**config.mk**
```make
export PLATFORM = sky130hd
export DESIGN_NAME = ps2_host_tx
export DESIGN_NICKNAME = d
export VERILOG_FILES = /design/src/rtl/ps2_pkg.sv /design/src/rtl/ps2_line_filter.sv /design/src/rtl/ps2_host_tx.sv
export SDC_FILE = /design/constraint.sdc
export NUM_CORES = 1
export LEC_CHECK = 0
export ABC_AREA = 0
export BUFFER_PORTS_ARGS = -buffer_cell sky130_fd_sc_hd__buf_2
export CORE_MARGIN = 2
export CORE_UTILIZATION = 54
export CTS_CLUSTER_DIAMETER = 30
export CTS_CLUSTER_SIZE = 25
export DETAILED_ROUTE_END_ITERATION = 12
export PLACE_DENSITY = 0.72
export SYNTH_ARGS = -nofsm -noshare
export SYNTH_HDL_FRONTEND = slang
export SYNTH_SLANG_ARGS = --single-unit
```
**constraint.sdc**
```tcl
create_clock -name clk -period 2.7 [get_ports clk]
set_input_delay 0.54 -clock clk [delete_from_list [all_inputs] [get_ports clk]]
set_output_delay 0.54 -clock clk [all_outputs]
set_load 0.005 [all_outputs]
```
**src/rtl/ps2_pkg.sv**
```systemverilog
// Shared definitions for the PS/2 host-side logic.
//   state_t       : host transmitter FSM states
//   ERR_*         : abort reason codes reported on err_code
//   CMD_*         : common keyboard command bytes
//   odd_parity()  : PS/2 parity bit for a data byte (odd parity over 9 bits)
package ps2_pkg;

  typedef enum logic [2:0] {
    IDLE,
    INHIBIT,
    REQ,
    SHIFT,
    ACK,
    WAIT_IDLE
  } state_t;

  localparam logic [1:0] ERR_NOCLK = 2'b01;
  localparam logic [1:0] ERR_BIT   = 2'b10;
  localparam logic [1:0] ERR_NOACK = 2'b11;

  localparam logic [7:0] CMD_SET_LED = 8'hED;
  localparam logic [7:0] CMD_RESET   = 8'hFF;
  localparam logic [7:0] CMD_ENABLE  = 8'hF4;

  function automatic logic odd_parity(input logic [7:0] b);
    return ~^b;
  endfunction

endpackage

```
**src/rtl/ps2_line_filter.sv**
```systemverilog
// PS/2 line conditioning shared by the host transmitter and the receive path.
//   clk, rst   : system clock, synchronous active-low reset
//   clk_raw    : raw PS2_CLK pin level
//   data_raw   : raw PS2_DATA pin level
//   clk_filt   : synchronized CLK, accepted only after FILTER_CYCLES stable cycles
//   data_sync  : synchronized DATA (2 flops, no debounce)
//   data_filt  : synchronized DATA with the same debounce as CLK
//   fall       : one-cycle pulse when clk_filt goes 1->0
module ps2_line_filter #(
  parameter int FILTER_CYCLES = 8
) (
  input  logic clk,
  input  logic rst,
  input  logic clk_raw,
  input  logic data_raw,
  output logic clk_filt,
  output logic data_sync,
  output logic data_filt,
  output logic fall
);

  localparam int FW = $clog2(FILTER_CYCLES + 1);

  logic          clk_p0, clk_p1, data_p0, data_p1;
  logic [FW-1:0] clk_cnt, data_cnt;

  // Synchronizers and debounce counters; lines idle high, so reset to 1
  // to avoid a spurious fall right after reset.
  always_ff @(posedge clk) begin
    if (!rst) begin
      clk_p0    <= 1'b1;
      clk_p1    <= 1'b1;
      data_p0   <= 1'b1;
      data_p1   <= 1'b1;
      clk_filt  <= 1'b1;
      data_filt <= 1'b1;
      clk_cnt   <= '0;
      data_cnt  <= '0;
      fall      <= 1'b0;
    end else begin
      clk_p0  <= clk_raw;
      clk_p1  <= clk_p0;
      data_p0 <= data_raw;
      data_p1 <= data_p0;
      fall    <= 1'b0;

      // A new level is taken only after it differed from the accepted
      // level for FILTER_CYCLES consecutive cycles.
      if (clk_p1 == clk_filt) begin
        clk_cnt <= '0;
      end else if (clk_cnt == FW'(FILTER_CYCLES - 1)) begin
        clk_filt <= clk_p1;
        clk_cnt  <= '0;
        fall     <= ~clk_p1;
      end else begin
        clk_cnt <= clk_cnt + 1'b1;
      end

      if (data_p1 == data_filt) begin
        data_cnt <= '0;
      end else if (data_cnt == FW'(FILTER_CYCLES - 1)) begin
        data_filt <= data_p1;
        data_cnt  <= '0;
      end else begin
        data_cnt <= data_cnt + 1'b1;
      end
    end
  end

  assign data_sync = data_p1;

endmodule

```
**src/rtl/ps2_host_tx.sv**
```systemverilog
// PS/2 host-to-device transmitter: sends one command byte to the keyboard
// over the shared open-drain PS2_CLK/PS2_DATA pins.
//   clk, rst              : system clock, synchronous active-low reset
//   tx_valid, tx_data     : byte request; accepted when tx_valid && tx_ready
//   tx_ready              : high only while idle
//   ps2_clk_in/data_in    : raw pin levels
//   ps2_clk_oe/data_oe    : 1 = pull the pin low, 0 = release
//   busy                  : transfer in progress (receive path ignores the bus)
//   done                  : one-cycle pulse, byte sent and acknowledged
//   err, err_code         : one-cycle abort pulse; code held until next err
module ps2_host_tx
  import ps2_pkg::*;
#(
  parameter int INHIBIT_CYCLES    = 12000,
  parameter int REQ_CYCLES        = 200,
  parameter int FIRST_CLK_TIMEOUT = 1500000,
  parameter int BIT_TIMEOUT       = 200000,
  parameter int FILTER_CYCLES     = 8
) (
  input  logic       clk,
  input  logic       rst,
  input  logic       tx_valid,
  input  logic [7:0] tx_data,
  output logic       tx_ready,
  input  logic       ps2_clk_in,
  input  logic       ps2_data_in,
  output logic       ps2_clk_oe,
  output logic       ps2_data_oe,
  output logic       busy,
  output logic       done,
  output logic       err,
  output logic [1:0] err_code
);

  localparam int MAX_T0 = (FIRST_CLK_TIMEOUT > BIT_TIMEOUT) ? FIRST_CLK_TIMEOUT : BIT_TIMEOUT;
  localparam int MAX_T1 = (INHIBIT_CYCLES > REQ_CYCLES) ? INHIBIT_CYCLES : REQ_CYCLES;
  localparam int MAX_T  = (MAX_T0 > MAX_T1) ? MAX_T0 : MAX_T1;
  localparam int CW     = $clog2(MAX_T + 1);

  logic          clk_filt, data_sync, data_filt, fall;
  state_t        state, state_nxt;
  logic [CW-1:0] cnt, cnt_nxt;
  logic [3:0]    idx, idx_nxt;
  logic [9:0]    frame, frame_nxt;
  logic          data_oe_r, data_oe_nxt;
  logic          done_nxt, err_nxt;
  logic [1:0]    err_code_r, err_code_nxt;

  ps2_line_filter #(
    .FILTER_CYCLES(FILTER_CYCLES)
  ) u_filter (
    .clk      (clk),
    .rst      (rst),
    .clk_raw  (ps2_clk_in),
    .data_raw (ps2_data_in),
    .clk_filt (clk_filt),
    .data_sync(data_sync),
    .data_filt(data_filt),
    .fall     (fall)
  );

  // State register; the latched frame is data and is not reset.
  always_ff @(posedge clk) begin
    if (!rst) begin
      state      <= IDLE;
      cnt        <= '0;
      idx        <= '0;
      data_oe_r  <= 1'b0;
      done       <= 1'b0;
      err        <= 1'b0;
      err_code_r <= 2'b00;
    end else begin
      state      <= state_nxt;
      cnt        <= cnt_nxt;
      idx        <= idx_nxt;
      data_oe_r  <= data_oe_nxt;
      done       <= done_nxt;
      err        <= err_nxt;
      err_code_r <= err_code_nxt;
    end
    frame <= frame_nxt;
  end

  always_comb begin
    state_nxt    = state;
    cnt_nxt      = cnt;
    idx_nxt      = idx;
    frame_nxt    = frame;
    data_oe_nxt  = data_oe_r;
    done_nxt     = 1'b0;
    err_nxt      = 1'b0;
    err_code_nxt = err_code_r;
    case (state)
      IDLE: begin
        if (tx_valid) begin
          frame_nxt = {1'b1, odd_parity(tx_data), tx_data};
          cnt_nxt   = CW'(INHIBIT_CYCLES - 1);
          state_nxt = INHIBIT;
        end
      end
      INHIBIT: begin
        if (cnt == '0) begin
          cnt_nxt     = CW'(REQ_CYCLES - 1);
          data_oe_nxt = 1'b1;  // start bit
          state_nxt   = REQ;
        end else begin
          cnt_nxt = cnt - 1'b1;
        end
      end
      REQ: begin
        if (cnt == '0) begin
          cnt_nxt   = CW'(FIRST_CLK_TIMEOUT - 1);
          idx_nxt   = '0;
          state_nxt = SHIFT;
        end else begin
          cnt_nxt = cnt - 1'b1;
        end
      end
      SHIFT: begin
        if (fall) begin
          data_oe_nxt = ~frame[idx];
          cnt_nxt     = CW'(BIT_TIMEOUT - 1);
          if (idx == 4'd9) state_nxt = ACK;
          else             idx_nxt   = idx + 1'b1;
        end else if (cnt == '0) begin
          // idx only leaves 0 on the first device fall.
          err_code_nxt = (idx == '0) ? ERR_NOCLK : ERR_BIT;
          err_nxt      = 1'b1;
          data_oe_nxt  = 1'b0;
          state_nxt    = IDLE;
        end else begin
          cnt_nxt = cnt - 1'b1;
        end
      end
      ACK: begin
        if (fall) begin
          if (!data_filt) begin
            cnt_nxt   = CW'(BIT_TIMEOUT - 1);
            state_nxt = WAIT_IDLE;
          end else begin
            err_code_nxt = ERR_NOACK;
            err_nxt      = 1'b1;
            data_oe_nxt  = 1'b0;
            state_nxt    = IDLE;
          end
        end else if (cnt == '0) begin
          err_code_nxt = ERR_BIT;
          err_nxt      = 1'b1;
          data_oe_nxt  = 1'b0;
          state_nxt    = IDLE;
        end else begin
          cnt_nxt = cnt - 1'b1;
        end
      end
      WAIT_IDLE: begin
        if (clk_filt && data_sync) begin
          done_nxt    = 1'b1;
          data_oe_nxt = 1'b0;
          state_nxt   = IDLE;
        end else if (cnt == '0) begin
          err_code_nxt = ERR_BIT;
          err_nxt      = 1'b1;
          data_oe_nxt  = 1'b0;
          state_nxt    = IDLE;
        end else begin
          cnt_nxt = cnt - 1'b1;
        end
      end
      default: begin
        data_oe_nxt = 1'b0;
        state_nxt   = IDLE;
      end
    endcase
  end

  assign ps2_clk_oe  = (state == INHIBIT) || (state == REQ);
  assign ps2_data_oe = data_oe_r;
  assign tx_ready    = (state == IDLE);
  assign busy        = (state != IDLE);
  assign err_code    = err_code_r;

endmodule
```
# After elaboration in Yosys (flattened, before gate mapping)
# Cells that the tools add are included.
# Widths: inputs -> output; s select.
# word_totals
ff_bits	57
out_inout_bits	8
word_cells	120
# op_classes
addsub	4
order_cmp	1
eq_ne	21
n_mux	47
bitwise_logic	7
n_reduce_logical	23
# op_table
operator	count
$mux 21	8
$pmux 21 s6	1
$mux 3	9
$logic_not 21->1	1
$sub 21x1->21 const B	1
$pmux 3 s6	1
$mux 2	7
$ne 2x2->1 const B	7
$mux 1	13
$add 4x1->4 const B	3
$mux 4	3
$reduce_and 4->1	3
$reduce_or 3->1	3
$eq 4x3->1 const B	2
$pmux 4 s2	1
$reduce_and 2->1	4
$reduce_xnor 8->1	1
$not 1->1	7
$eq 3x2->1 const B	2
$eq 3x3->1 const B	2
$ne 3x3->1 const B	2
$pmux 2 s3	1
$reduce_bool 3->1	2
$reduce_bool 6->1	1
17 further kinds	18

# Longest topological paths before layout
# Gate-level depths: netlist of run 1.
# depth
word_depth	5
mapped_depth	9

# Hierarchy
# A second synthesis of run 1 with hierarchy kept.
# unflattened
cells_unflattened	418
area_unflattened_um2	3458.3
# modules_own_cells
mod	n_inst	cells_each	area_per_inst_um2
ps2_host_tx	1	368	2935.3
ps2_line_filter	1	50	523.0

# Worst setup path after synthesis of run 1
# Ideal clock, no wire load.
# synth_path
path_kind	reg-to-reg
from	reg cnt[8]
to	reg cnt[0]
t_arrival_ns	1.994
path_slack_ns	0.611
path_stages_with_launch	9
path_buffers	1
path_cell_list	dfxtp_1 nor4_4 nand4_2 nor2_2 inv_2 buf_2 ha_1 o21a_1 a221oi_1
# synth_between
elab_chain_cells	4
elab_cells_between_ends	8
classes_between	mux: 7; reduce/logical: 1
# synth_rtl
item	line	text
from (decl)	ps2_host_tx.sv:42	logic [CW-1:0] cnt, cnt_nxt;
from (signal assigned)	ps2_host_tx.sv:74	cnt <= cnt_nxt;
$logic_not 21->1 *	n/a	
$mux 21	n/a	
$mux 21 (on tied branches)	n/a	
$pmux 21 s6 *	ps2_host_tx.sv:93	case (state)
# Every way passes the cells marked *; elsewhere a longest branch is shown, timed or not. The select of a mux whose other input is x is not followed.
# A chain may end at the register's enable or synchronous reset.

# Worst setup path after layout of run 1
# layout_path
from	reg state[0]
to	out ps2_clk_oe
# layout_between
elab_chain_cells	2
elab_cells_between_ends	3
classes_between	eq/ne: 2; reduce/logical: 1
# layout_rtl
item	line	text
from (decl)	ps2_host_tx.sv:41	state_t state, state_nxt;
from (signal assigned)	ps2_host_tx.sv:73	state <= state_nxt;
$eq 3x1->1 / $eq 3x2->1 (equally long branches)	ps2_host_tx.sv:176	assign ps2_clk_oe = (state == INHIBIT) || (state == REQ);
$logic_or 1x1->1 *	ps2_host_tx.sv:176	
to (decl)	ps2_host_tx.sv:27	output logic ps2_clk_oe,
# Every way passes the cells marked *; elsewhere a longest branch is shown, timed or not.

==> results.md, run 1 <==
- Status: complete, no violations
- Post-route setup slack: 0.278 ns
- Io pins: 21
- Area grow syn2layout: 9.90%
- DRT Wirelength: ~8.3 mm
- # setup viols final: 0
- Seq pwr share: between 30% and 40%
- # nets final: 420
- Pwr Density: between 800 and 900 nW/um2
- Global-route wire length before repair: roughly 14 mm
- Pre-CTS WS: ~0.46 ns
- Synth top area cells: dfxtp_1 (28%), edfxtp_1 (8.0%), o21ai_0 (4.0%)
- Post-synth ARST share: 0%
- Synth warnings: 0
- N_diodes: 0
- EDFF count, synth: 9
- Die X: 83.2 um
- # fillers: around 530
- First-pass iteration count of the detailed router: 5
- Core Rows: 28
- Core Footprint: ~6000 um2
- Reg clk slew, reported paths: 0.07 ns
- CTS root buf: clkbuf_8
- Comb pwr share: roughly 34%
- Yosys top cell area share: 28.4%
- Via count: a little over 3000
- Initial antenna violation count: 0
- Top cells by count, synth: dfxtp_1 (48), o21ai_0 (27), nand2_1 (26), a21oi_1 (24), nor2_1 (20)
- Iteration-0 DRC Markers: between 300 and 400
- Pin count of the biggest net entering global routing: 31
- # hold bufs at CTS: 0
- Hold Fails Final Rpt: 0
- Initial core utilization: between 50 and 60%
- Syn_nets: about 400
- Cell Area, Synth: 3390 um2
- Crit path required time: 2.16 ns
- Clock Sinks: 57
- Layout cells sized above 1: ~15%
- Fin crit share: ~90%
- IO Port Bufs: 20
- Vias in the first global route: around 2900
- Via density: around 6.4
- Worst Setup Path Type: reg -> out
- Primary FF master, synth: dfxtp_1
- CP Capture Type: output port
- Slew HR: between 50% and 60%
- Average wire per standard cell: about 17 um
- DIE HEIGHT: 83.2 um
- Achievable frequency: 413 MHz
- Cells after synthesis: roughly 380
- Clock power share: 30.0%
- Gpl congestion: just over 0.9
- RSZ-0062 raised after global routing: false
- Cts bufs inserted: 9
- Mapped Avg Cell Area: about 8.8 um2
- Total of max-cap violations: 0
- Max VDD drop: around 0.00045 V
- Worst Skew: about 0.0075 ns
- Pleak: approximately 1.4 nW
- CP arrival: between 1.5 and 2 ns
- Post-synthesis sequential area ratio: approximately 36%
- P_sw: between 1 and 1.5 mW
- Grt ovf: 0
- Worst-path fanout max: 21
- Most frequent cell after synthesis: dfxtp_1
- Postcts setup bufs: 0
- Post-route DRC: 0
- Worst-Margin Slew: ~0.65 ns
- Worst-Skew Late Latency: around 0.35 ns
- H-tree levels: 3
- Final Slew Violations: 0
- Switching share of total power: around 37%
- Dominant cell type by area after synthesis: dfxtp_1
- Antenna Nets Post-Route: 0
- Post_cts resized: 0
- Final instance area: between 3000 and 4000 um2
- GRT Total Usage: 24.6%
- Setup TNS: 0 ns
- CTS tree: yes
- Hold Crit Class: in -> reg
- Worst setup SP type: flip-flop
- Dpl hpwl: roughly 5.8 mm
- Final worst path period need: 2.42 ns
- Maximum buffer depth of the clock tree: 2
- Die area: about 6900 um2
- Cell-internal power: between 2 and 2.5 mW
- Dpl cell area: 3490 um2
- Synth unique cells: just over 70
- Synthesis-stage register bit count: 57
worst max-delay path, stage by stage, from the launching register on:
cell and delay [ns]:
dfxtp_1 0.74, nand2b_1 0.29, a21o_1 0.29, inv_1 0.10
buf_2 0.11
area by class of cell:
class	count	area, um2	area share (%)
multi-input cells	290	1970	52.8
clock buffers	11	131	3.53
inverters	16	60.1	1.61
clock inverters	5	104	2.79
well taps	75	93.8	2.52
flip-flops and latches	57	1230	33.1
repair buffers	25	138	3.70
layout by cell type (no fill, tap or decap), drive strengths merged, types with 3 or more instances in the layout:
master / synthesis / layout
nand2: 27 / 27
a21boi: 4 / 4
mux2i: 3 / 3
xor2: 10 / 10
clkbuf: 11 / 11
xnor2: 14 / 14
bufinv: 0 / 3
nor4: 10 / 10
or4: 3 / 3
nand3b: 3 / 3
a211oi: 4 / 4
a21o: 3 / 3
and2: 4 / 4
nor3: 9 / 9
o211ai: 6 / 6
and3: 6 / 6
o31a: 6 / 6
o21ai: 28 / 28
nand3: 17 / 17
dfxtp: 48 / 48
or3: 3 / 3
nor2: 21 / 21
inv: 16 / 16
nor2b: 3 / 3
ha: 8 / 8
edfxtp: 9 / 9
o22ai: 5 / 5
a21oi: 24 / 24
nand4: 12 / 12
buf: 9 / 25
a31oi: 13 / 13
o21a: 3 / 3
nand2b: 10 / 10
sequential cells by signal, indices dropped and copies added (netlist names):
register,count
u_filter.clk_p1,1
idx,4
err_code,2
u_filter.clk_cnt,4
u_filter.clk_p0,1
err,1
done,1
u_filter.data_sync,1
ps2_data_oe,1
state,3
u_filter.data_filt,1
cnt,21
u_filter.data_cnt,4
u_filter.clk_filt,1
u_filter.fall,1
u_filter.data_p0,1
frame,9
path summary, 6_finish.rpt:
check / startpoint / endpoint / slack (ns) / cells past startpoint
worst min-delay path: ps2_clk_in / u_filter.clk_p0$_SDFF_PN1_ / 0.37 / 2
worst max register to register: state[0]$_SDFFE_PN0P_ / cnt[19]$_SDFFE_PN0P_ / 0.35 / 5
worst max-delay path: state[0]$_SDFFE_PN0P_ / ps2_clk_oe / 0.28 / 4
worst min register to register: u_filter.clk_p0$_SDFF_PN1_ / u_filter.clk_p1$_SDFF_PN1_ / 0.41 / 1
power groups by stage:
stage	logic, mW	clock network, mW	registers, mW
floorplan	0.881	0	1.11
global placement	1.04	0	1.17
detailed placement	1.05	0	1.17
CTS	1.06	0.975	1.16
global route	1.18	1.01	1.18
finish	1.09	0.962	1.16
through the flow:
step | utilization [%] | std cells | hold WS (ns) | total power, mW
after floorplan | - | 384 | 0.386 | 1.99
after global placement | 58.2 | 463 | 0.388 | 2.21
after detailed placement | 58.2 | 463 | 0.395 | 2.22
after CTS | 62.2 | 479 | 0.370 | 3.19
after global routing | 62.2 | 479 | 0.379 | 3.38
final | 62.2 | 479 | 0.371 | 3.21
layer usage:
layer	vias up	share of wire [%]	GRT usage [%]
li1	1468	-	-
met1	1428	47	34.9
met2	138	43	35.9
met3	20	7.9	6.36
met4	0	1.9	8.94
met5	-	0	0
logic make-up after synthesis:
kind of cell / share of synthesized area (%)
AO/OA/AOI/OAI: 22.6
XOR/XNOR: 6.20
adder cells (fa/ha/maj): 2.95
buffers and inverters: 5.65
flip-flops: 36.3
multiplexers: 2.22
AND/OR/NAND/NOR: 24.0
No activity file was read; power rests on OpenSTA's default activity.
==> run 2, diff against run 1 <==
Settings changed: CORE_UTILIZATION 54 to 45, PLACE_DENSITY 0.72 to unset.
==> run 2 against run 1 <==
Effect of this change:
- wire length grew 2.9%
- sequential power is essentially flat
- hold slack got worse by 0.0018 ns
- clock skew up 0.00062 ns
- critical endpoint is now cnt[19]$_SDFFE_PN0P_
- highest routed layer unchanged
==> results.md, run 2 (same netlist as run 1, synthesis figures left out) <==
- # nets final: 421 (+0.24%)
- Cells after DPL: 488 (+5.4%)
- Biggest regs: cnt x21, frame x9
- Area grow syn2layout: 10.6%
- Initial antenna violation count: 0 (unchanged)
- Pleak: 1.36 nW (about the same)
- Layout Cells excl Fill: 504 (+5.2%)
- Max FFs per register: 21 (unchanged)
- Via density: 6.07 (-4.7%)
- Antenna Nets Post-Route: 0 (unchanged)
- # setup viols final: 0 (unchanged)
- IO Port Bufs: 20 (unchanged)
- Postcts setup bufs: 0 (unchanged)
- CP Capture Type: flip-flop
- Fin crit share: 89.5% (-0.17 points)
- Vias in the first global route: 2993 (+4.3%)
- Worst-path fanout max: 21 (unchanged)
- CP arrival: 2.68 ns (+0.80 ns)
- Dpl cell area: 3530 um2 (+1.1%)
- Pin count of the biggest net entering global routing: 31 (unchanged)
- Via count: 3061 (+0.23%)
- Pre-CTS WS: 0.383 ns (-0.0727 ns)
- First-pass iteration count of the detailed router: 6 (+1)
- Hold Fails Final Rpt: 0 (unchanged)
- Reg clk slew, reported paths: 0.07 ns (about the same)
- Grt met1 use: 31.9% (-3.0 points)
- Post_cts resized: 0 (unchanged)
- GRT Total Usage: 22.4% (-2.2 points)
- Setup TNS: 0 ns (unchanged)
- Post-route setup slack: 0.283 ns (+0.00454 ns)
- Clock Sinks: 57 (unchanged)
- Gpl congestion: 0.884 (-2.9%)
- Pwr Density: 837 nW/um2 (-3.0%)
- Status: complete, no violations
- Initial core utilization: 46.7% (-9.8 points)
- Busiest layer in global routing: met2
- Achievable frequency: 414 MHz (+0.19%)
- Final Slew Violations: 0 (unchanged)
- Worst-Margin Slew: 0.717 ns (+0.0669 ns)
- RSZ-0062 raised after global routing: false
- Final instance area: 3750 um2 (+0.67%)
- Total of max-cap violations: 0 (unchanged)
- Hold Crit Class: in -> reg
- Io pins: 21 (unchanged)
- Commonest non-fill, non-tap cell in the layout: dfxtp_1
- Final worst path period need: 2.42 ns (-0.00454 ns)
- Post-route DRC: 0 (unchanged)
- CTS root buf: clkbuf_8
- Most frequent cells in the layout: dfxtp_1 (48), o21ai_0 (27), nand2_1 (26)
- Worst setup SP type: flip-flop
- Cts bufs inserted: 9 (unchanged)
- # fillers: 709 (+35%)
- N_diodes: 0 (unchanged)
- Worst Skew: 0.00814 ns (+0.000622 ns)
- Max VDD drop: 0.000475 V (+5.0%)
- Core Footprint: 7250 um2 (+21%)
- Layout cells sized above 1: 15.3% (+0.70 points)
- Met3 usage: 5.18% (-1.2 points)
- DIE HEIGHT: 90.8 um (+9.1%)
- Die X: 90.8 um (+9.1%)
- # hold bufs at CTS: 0 (unchanged)
- Core Rows: 31 (+11%)
- H-tree levels: 3 (unchanged)
- Global-route wire length before repair: 14.9 mm (+7.0%)
- Average wire per standard cell: 17.0 um (-2.2%)
- Grt ovf: 0 (unchanged)
- Worst-Skew Late Latency: 0.35 ns (about the same)
- CTS tree: yes
- Top reg by flops: cnt
- Slew HR: 52.0% (-4.6 points)
- Maximum buffer depth of the clock tree: 2 (unchanged)
- Dpl hpwl: 5.99 mm (+3.3%)
- DRT Wirelength: 8.59 mm (+2.9%)
- Die area: 8240 um2 (+19%)
- Worst Setup Path Type: reg -> reg
- Grt met2 use: 32.4% (-3.5 points)
- Iteration-0 DRC Markers: 331 (-12%)
- Crit path required time: 2.97 ns (+0.81 ns)
[run 2: cell count changes in the layout (fill, tap and decap cells not counted), sizes merged]
cell / before / now
clkinvlp: 0 / 1
inv: 16 / 17
bufinv: 3 / 1
buf: 25 / 26
[run 2: final cells by class]
type | count | area (um2) | area share [%]
inverter | 16 | 60.1 | 1.60
timing repair buffer | 26 | 145 | 3.87
clock inverter | 5 | 60.1 | 1.60
sequential | 57 | 1230 | 32.8
multi-input combinational | 290 | 1970 | 52.4
clock buffer | 11 | 163 | 4.34
tap | 99 | 124 | 3.30
[run 2: critical path, stage by stage, from the launching register on]
cell and delay (ns):
dfxtp_1 0.75, and3b_1 0.28, o31ai_2 0.40, nand3_1 0.33, or3_1 0.42, a21oi_1 0.15
[run 2: per-layer routing]
metal	vias up	share of wire (%)	wire, um
met5	-	0	0
met4	0	2.1	184
met3	19	6.5	560
met2	132	43	3680
met1	1441	48	4170
li1	1469	-	-
[run 2: worst paths after layout]
path / from / end / slack [ns] / cells past startpoint
max: state[0]$_SDFFE_PN0P_ / cnt[19]$_SDFFE_PN0P_ / 0.28 / 5
min: ps2_clk_in / u_filter.clk_p0$_SDFF_PN1_ / 0.37 / 2
max reg2reg: state[0]$_SDFFE_PN0P_ / cnt[19]$_SDFFE_PN0P_ / 0.28 / 5
min reg2reg: u_filter.data_p0$_SDFF_PN1_ / u_filter.data_sync$_SDFF_PN1_ / 0.41 / 1
[run 2: through the flow]
step | hold slack (ns) | utilization (%) | power, mW
after floorplan | 0.386 | - | 1.99
after global routing | 0.380 | 51.7 | 3.32
after detailed placement | 0.395 | 48.6 | 2.23
after global placement | 0.388 | 48.6 | 2.24
after CTS | 0.360 | 51.7 | 3.13
final | 0.369 | 51.7 | 3.14
[run 2: where the power goes]
part | switching [mW] | internal [mW]
Clock | 0.386 | 0.510
Sequential | 0.176 | 0.981
Combinational | 0.678 | 0.405
Total | 1.24 | 1.90
